## src/rtl/dmem_arbiter.sv

```systemverilog
// Two-port (CPU = port 0, DMA = port 1) arbiter in front of a single data memory.
// Round-robin by default; define DMEM_ARB_PRIO_EN for fixed priority to port 0.
module dmem_arbiter (
  input  logic        clk,
  input  logic        rstn,
  input  logic        req0,
  input  logic        req1,
  input  logic        we0,
  input  logic        we1,
  input  logic [31:0] addr0,
  input  logic [31:0] addr1,
  input  logic [31:0] wdata0,
  input  logic [31:0] wdata1,
  input  logic [2:0]  memOp0,
  input  logic [2:0]  memOp1,
  output logic        gnt0,
  output logic        gnt1,
  output logic        done0,
  output logic        done1,
  output logic        err0,
  output logic        err1,
  output logic [31:0] rdata0,
  output logic [31:0] rdata1,
  output logic [31:0] memAddr,
  output logic [31:0] memDin,
  output logic [2:0]  memOp,
  output logic        memWe,
  input  logic [31:0] memDout,
  output logic [1:0]  dbgState
);

  // Handshake: a port raises req with we/addr/wdata/memOp stable and holds them
  // until it sees gnt in the same cycle; the request is captured on that edge and
  // the port later gets exactly one done pulse (with err/rdata) for it.
  typedef enum logic [1:0] {IDLE, ISSUE, WAIT, ERR} state_t;

  state_t      state, stateNxt;
  logic        armed;
  logic        owner;
  logic        latWe;
  logic [31:0] latAddr, latData;
  logic [2:0]  latOp;

  logic        selPort, grant, selWe, selMis;
  logic [31:0] selAddr, selData;
  logic [2:0]  selOp;
  logic        doneAny, errAny;
  logic [31:0] rdAny;

`ifdef DMEM_ARB_PRIO_EN
  assign selPort = ~req0;
`else
  logic lastGrant;

  // On a tie the port not served last wins; single requests win outright.
  assign selPort = (req0 && req1) ? ~lastGrant : req1;

  always_ff @(posedge clk or negedge rstn) begin
    if (!rstn)      lastGrant <= 1'b1;
    else if (grant) lastGrant <= selPort;
  end
`endif

  // armed holds off grants until the first rising edge after reset release.
  assign grant   = armed && (state == IDLE) && (req0 || req1);
  assign selWe   = selPort ? we1    : we0;
  assign selAddr = selPort ? addr1  : addr0;
  assign selData = selPort ? wdata1 : wdata0;
  assign selOp   = selPort ? memOp1 : memOp0;
  assign selMis  = (((selOp == 3'd1) || (selOp == 3'd5)) && selAddr[0]) ||
                   ((selOp == 3'd2) && (selAddr[1:0] != 2'b00));

  always_ff @(posedge clk or negedge rstn) begin
    if (!rstn) armed <= 1'b0;
    else       armed <= 1'b1;
  end

  always_ff @(posedge clk or negedge rstn) begin
    if (!rstn) begin
      owner   <= 1'b0;
      latWe   <= 1'b0;
      latAddr <= '0;
      latData <= '0;
      latOp   <= '0;
    end else if (grant) begin
      owner   <= selPort;
      latWe   <= selWe;
      latAddr <= selAddr;
      latData <= selData;
      latOp   <= selOp;
    end
  end

  always_ff @(posedge clk or negedge rstn) begin
    if (!rstn) state <= IDLE;
    else       state <= stateNxt;
  end

  always_comb begin
    stateNxt = state;
    case (state)
      IDLE:    if (grant) stateNxt = selMis ? ERR : ISSUE;
      ISSUE:   stateNxt = latWe ? IDLE : WAIT;
      WAIT:    stateNxt = IDLE;
      ERR:     stateNxt = IDLE;
      default: stateNxt = IDLE;
    endcase
  end

  always_comb begin
    gnt0    = 1'b0;
    gnt1    = 1'b0;
    memWe   = 1'b0;
    doneAny = 1'b0;
    errAny  = 1'b0;
    rdAny   = '0;
    if (grant) begin
      gnt0 = ~selPort;
      gnt1 = selPort;
    end
    case (state)
      ISSUE: begin
        memWe   = latWe;
        doneAny = latWe;
      end
      WAIT: begin
        doneAny = 1'b1;
        rdAny   = memDout;
      end
      ERR: begin
        doneAny = 1'b1;
        errAny  = 1'b1;
      end
      default: ;
    endcase
    done0  = doneAny & ~owner;
    done1  = doneAny & owner;
    err0   = errAny & ~owner;
    err1   = errAny & owner;
    rdata0 = owner ? 32'd0 : rdAny;
    rdata1 = owner ? rdAny : 32'd0;
  end

  assign memAddr  = latAddr;
  assign memDin   = latData;
  assign memOp    = latOp;
  assign dbgState = state;

endmodule

```

## config.mk

```make
export PLATFORM = sky130hd
export DESIGN_NAME = dmem_arbiter
export DESIGN_NICKNAME = d
export VERILOG_FILES = /design/src/rtl/dmem_arbiter.sv
export SDC_FILE = /design/constraint.sdc
export NUM_CORES = 1
export LEC_CHECK = 0
export ABC_CLOCK_PERIOD_IN_PS = 1800
export CORE_MARGIN = 2
export CORE_UTILIZATION = 25
export DETAILED_ROUTE_END_ITERATION = 8
export PLACE_DENSITY_LB_ADDON = 0.2
export SETUP_SLACK_MARGIN = 0.02
export SYNTH_ARGS = -nofsm -noshare
export SYNTH_HDL_FRONTEND = slang
export SYNTH_SLANG_ARGS = --single-unit
export TNS_END_PERCENT = 1
```

## constraint.sdc

```tcl
create_clock -name clk -period 1.8 [get_ports clk]
set_input_delay 0.36 -clock clk [delete_from_list [all_inputs] [get_ports clk]]
set_output_delay 0.36 -clock clk [all_outputs]
set_load 0.01 [all_outputs]
```

# Word-level counts from Yosys, hierarchy flattened
# Index checks and enable logic that the tools add are counted.
# op_classes
n_eq_ne	7
mux	17
n_bitwise	7
n_reduce_logical	11
# ops
cell	count
32-bit two-way mux	5
1-bit two-way mux	6
2-bit two-way mux	3
2-bit case mux with 3 select lines	1
1-bit logical AND	5
1-bit AND	4
2-bit equality test (second input constant)	2
3-bit by 1-bit equality test with 1-bit output (second input constant)	1
3-bit by 2-bit equality test with 1-bit output (second input constant)	1
3-bit equality test (second input constant)	1
1-bit logical OR	3
3-bit two-way mux	1
1-bit NOT	3
2-bit by 1-bit equality test with 1-bit output (second input constant)	1
2-bit zero test	1
2-bit inequality test (second input constant)	1
1-bit case mux with 2 select lines	1
2-bit nonzero test	1
2-bit OR reduction	1
# word_totals
regBits	73
inputBits	172
output_inout_bits	140
elab_cells	50

# Logic depth before layout (Yosys ltp)
# Gate-level depths: netlist (run 1).
# depth
depth_word	10
mapped_depth	7
ltp_nobuf	3

# Worst setup path before layout (run 1)
# Ideal clock, no wire load.
# synth_timing
path_kind	flip-flop to output port
startpoint	register lastGrant
endpoint	output port gnt0
arrival_time_ns	1.277
required_ns	1.440
slack_ns	0.163
path_stages_with_launch	5
path_buffers	2
cell_sequence	dfstp_2 > a21bo_2 > buf_2 > clkbuf_1 > and3_1
# synth_via
elab_chain_cells	4
# synth_rtl
element	line	rtl
start, declared	53	logic lastGrant;
start signal, assigned	60	else if (grant) lastGrant <= selPort;
1-bit NOT	56	assign selPort = (req0 && req1) ? ~lastGrant : req1;
1-bit two-way mux	56	
1-bit NOT	118	gnt0 = ~selPort;
1-bit two-way mux	117	if (grant) begin
end, declared	16	output logic gnt0,
# No other way between the ends.

# Worst setup path after layout (run 1)
# layout_timing
startpoint	register state[0] (netlist: dbgState[0])
endpoint	output port rdata1[20]
# layout_via
elab_chain_cells	3
# layout_rtl
element	line	rtl
start, declared	37	state_t state, stateNxt;
start signal, assigned	96	else state <= stateNxt;
2-bit equality test	121	case (state)
32-bit two-way mux	121	
32-bit two-way mux	141	rdata1 = owner ? rdAny : 32'd0;
end, declared	23	output logic [31:0] rdata1,
# No other way between the ends.

==> impl_metrics.env, run 1 <==
export IMPL_syn_inst=484
export IMPL_worst_slew_pin_slew_ns=0.552
export IMPL_clkSinkCount=73
export IMPL_drtAntennaViolNets=0
export IMPL_fp_dieH_um=129
export IMPL_slew_headroom_pct=63.2
export IMPL_h_tree_depth=3
export IMPL_ys_seq_elements=73
export IMPL_final_max_slew_viol_count=0
export IMPL_dr_total_vias=4772
export IMPL_synth_top_cell_area_share_pct=46.0
export IMPL_num_nets_final=973
export IMPL_clk_pin_slew_ns=0.06
export IMPL_end_kind="output pin"
export IMPL_synth_compound_area_share_pct=21.1
export IMPL_violations="negative setup slack"
export IMPL_portBuffers=311
export IMPL_layout_commonest_cell="clkdlybuf4s50_1"
export IMPL_power_switching_mw=2.94
export IMPL_layout_common_cells="clkdlybuf4s50_1, nand2_1, dfrtp_1"
export IMPL_synth_async_reset_ratio_pct=100
export IMPL_fp_row_count=45
export IMPL_yosys_area_share_simple_pct=26.3
export IMPL_drive_above_1_share_pct=20.1
export IMPL_grt_max_degree=71
export IMPL_cp_data_arrival_time_ns=1.56
export IMPL_drcViolationCount=0
export IMPL_pin_count=312
export IMPL_grt_first_pass_wirelength_mm=25.8
export IMPL_clk_path_buf_depth=2
export IMPL_numPlacedInstances=989
export IMPL_dp_slack_ns=-0.378
export IMPL_grtUsageMet2_pct=37.1
export IMPL_fin_util_pct=51.2
export IMPL_postLayoutCellArea_mm2=0.00781
export IMPL_ys_seq_area_share_pct=46.7
export IMPL_p_seq_share_pct=30.1
export IMPL_yosysTopAreaCell="dfrtp_1"
export IMPL_p_sw_share_pct=33.3
export IMPL_fmax_ghz=0.522
export IMPL_status="finished, violations left"
export IMPL_via_per_inst=4.68
export IMPL_use_met1_pct=22.2
export IMPL_grt_busiest_layer="met2"
export IMPL_grt_pass1_vias=4778
export IMPL_cts_root_buf="clkbuf_16"
export IMPL_synth_fa_ha_area_share_pct=0
export IMPL_fin_skew_ns=0.00524
export IMPL_gp_congestion=0.806
export IMPL_yosys_warnings=0
export IMPL_dp_hpwl_mm=12.6
export IMPL_finalPower_mw=8.82
export IMPL_grt_overflow=0
export IMPL_leakage_nw=3.42
export IMPL_synthTopCellsByArea="dfrtp_1, nand2_1, a31oi_1, and2_1, a21oi_1"
export IMPL_syn_cell_area_mm2=0.00392
export IMPL_crit_fanout=8
export IMPL_cts_made_buffers=9
export IMPL_worstPathRequired_ns=1.44
export IMPL_final_setup_viol_count=67
export IMPL_grt_usage_pct=20.0
export IMPL_p_per_area_mw_per_mm2=1130
export IMPL_drtPass1Iterations=4
export IMPL_dpl_cell_area_mm2=0.00737
export IMPL_die_area_mm2=0.0167
export IMPL_syn2layout_area_growth_pct=99.4
export IMPL_drt_initial_drc_count=108
export IMPL_yosys_cell_types_count=28
export IMPL_internal_power_mw=5.89
export IMPL_period_minus_slack_ns=1.92
export IMPL_hp_class="in2async"
export IMPL_die_width_um=129
export IMPL_ys_dominant_reg_cell="dfrtp_1"
export IMPL_rsz0062_at_grt="true"
export IMPL_antenna_found_initial=2
export IMPL_reg2regPathDepth=6
export IMPL_setup_tns_ns=-4.89
export IMPL_use_met3_pct=4.62
export IMPL_routed_wl_mm=17.5
export IMPL_p_comb_share_pct=47.4
export IMPL_finalWorstSetupSlack_ns=-0.117
export IMPL_syn_avg_cell_area_um2=8.09
export IMPL_hold_ws_ns=0.513
export IMPL_drv_cap=0
export IMPL_peakVddDrop_v=0.000549
export IMPL_initial_utilization_pct=25.7
export IMPL_synthesis_nets=656
export IMPL_synth_edff_count=0
export IMPL_crit_type="reg2out"
export IMPL_yosys_area_share_xor_xnor_pct=0
export IMPL_clk_latency_ns=0.33
export IMPL_p_clk_share_pct=22.5
export IMPL_cts_tree="done"
export IMPL_final_cells=1019
export IMPL_core_area_mm2=0.0153
export IMPL_synthMuxAreaShare_pct=0.575
export IMPL_timing_final_crit_share_pct=106
export IMPL_start_kind="register"
export IMPL_avgRoutedWirePerCell_um=17.2
export IMPL_synth_top_family_by_area="simple AND/OR/NAND/NOR gates"
export IMPL_timing_final_hold_violations=0
[path summary, 6_finish.rpt]
kind	start	to	slack [ns]
max in group asynchronous	rstn	memAddr[6]	0.69
min	rstn	memDin[3]	0.51
min reg2reg	memDin[17]	memDin[17]	0.55
max	dbgState[0]	rdata1[20]	-0.12
max reg2reg	dbgState[0]	owner	0.03
min in group clk	memDin[17]	memDin[17]	0.55
[worst max-delay path: stages, from the launching register on]
cell and delay (ns):
dfrtp_2 0.43, and3b_2 0.28, bufbuf_16 0.27, and2_4 0.14, buf_6 0.10
[power groups by stage]
stage / clock network, mW / logic, mW / registers, mW
3_5_place_dp: 0 / 4.05 / 2.67
5_1_grt: 2.11 / 4.52 / 2.74
6_report: 1.98 / 4.18 / 2.66
3_3_place_gp: 0 / 4.02 / 2.64
2_1_floorplan: 0 / 1.30 / 2.92
4_1_cts: 2.03 / 4.15 / 2.67
[layout make-up]
type | instances | area (um^2)
antenna | 2 | 5.00
clock buffer | 11 | 253
clock inverter | 5 | 77.6
fill | 1481 | 7450
inverter | 1 | 3.75
multi-input combinational | 365 | 1970
sequential | 73 | 1830
tap | 211 | 264
timing repair buffer | 351 | 3410
[logic make-up after synthesis]
logic type | count (synthesis)
other | 1
buffers and inverters | 46
muxes | 2
AOI/OAI and AO/OA | 144
DFF | 73
and+or+nand+nor | 218
[flip-flops by register name, indices dropped and copies added (netlist names)]
register   cells
latWe          1
memDin        32
memOp          3
armed          1
dbgState       2
lastGrant      1
memAddr       32
owner          1
[layer usage]
metal  vias to the layer above  wire length [um]  part of all wire (%)
met2                       199              9270                    53
li1                       2289                 -                     -
met4                         0               350                   2.0
met5                         -                 0                     0
met1                      2263              6550                    37
met3                        21              1340                   7.7
[cell usage after synthesis (all sizes together), types with 2 or more instances]
cell	number
nand2	138
dfrtp	72
a21oi	69
a31oi	69
and2	65
clkbuf	34
buf	11
nor2	5
and3	3
and3b	2
mux2	2
nor3b	2
[what timing repair did]
action | CTS | global route
cloned | 4 | 1
gates resized for setup | 319 | 29
pin swaps | 18 | 16
buffers inserted | 4 | 2
setup endpoints to repair | 76 | 120
endpoints found under the hold margin | 28 | 0
hold buffers | 1 | 0
Power figures use the tool's default switching activity.
==> inputs of run 2 (changes only) <==
--- a/config.mk
+++ b/config.mk
@@ -9,6 +9,7 @@
 export CORE_MARGIN = 2
 export CORE_UTILIZATION = 25
 export DETAILED_ROUTE_END_ITERATION = 8
+export GPL_TIMING_DRIVEN = 1
 export PLACE_DENSITY_LB_ADDON = 0.2
 export SETUP_SLACK_MARGIN = 0.02
 export SYNTH_ARGS = -nofsm -noshare
==> results of run 2 <==
Final layout, timing and power as in run 1 (identical DEF).
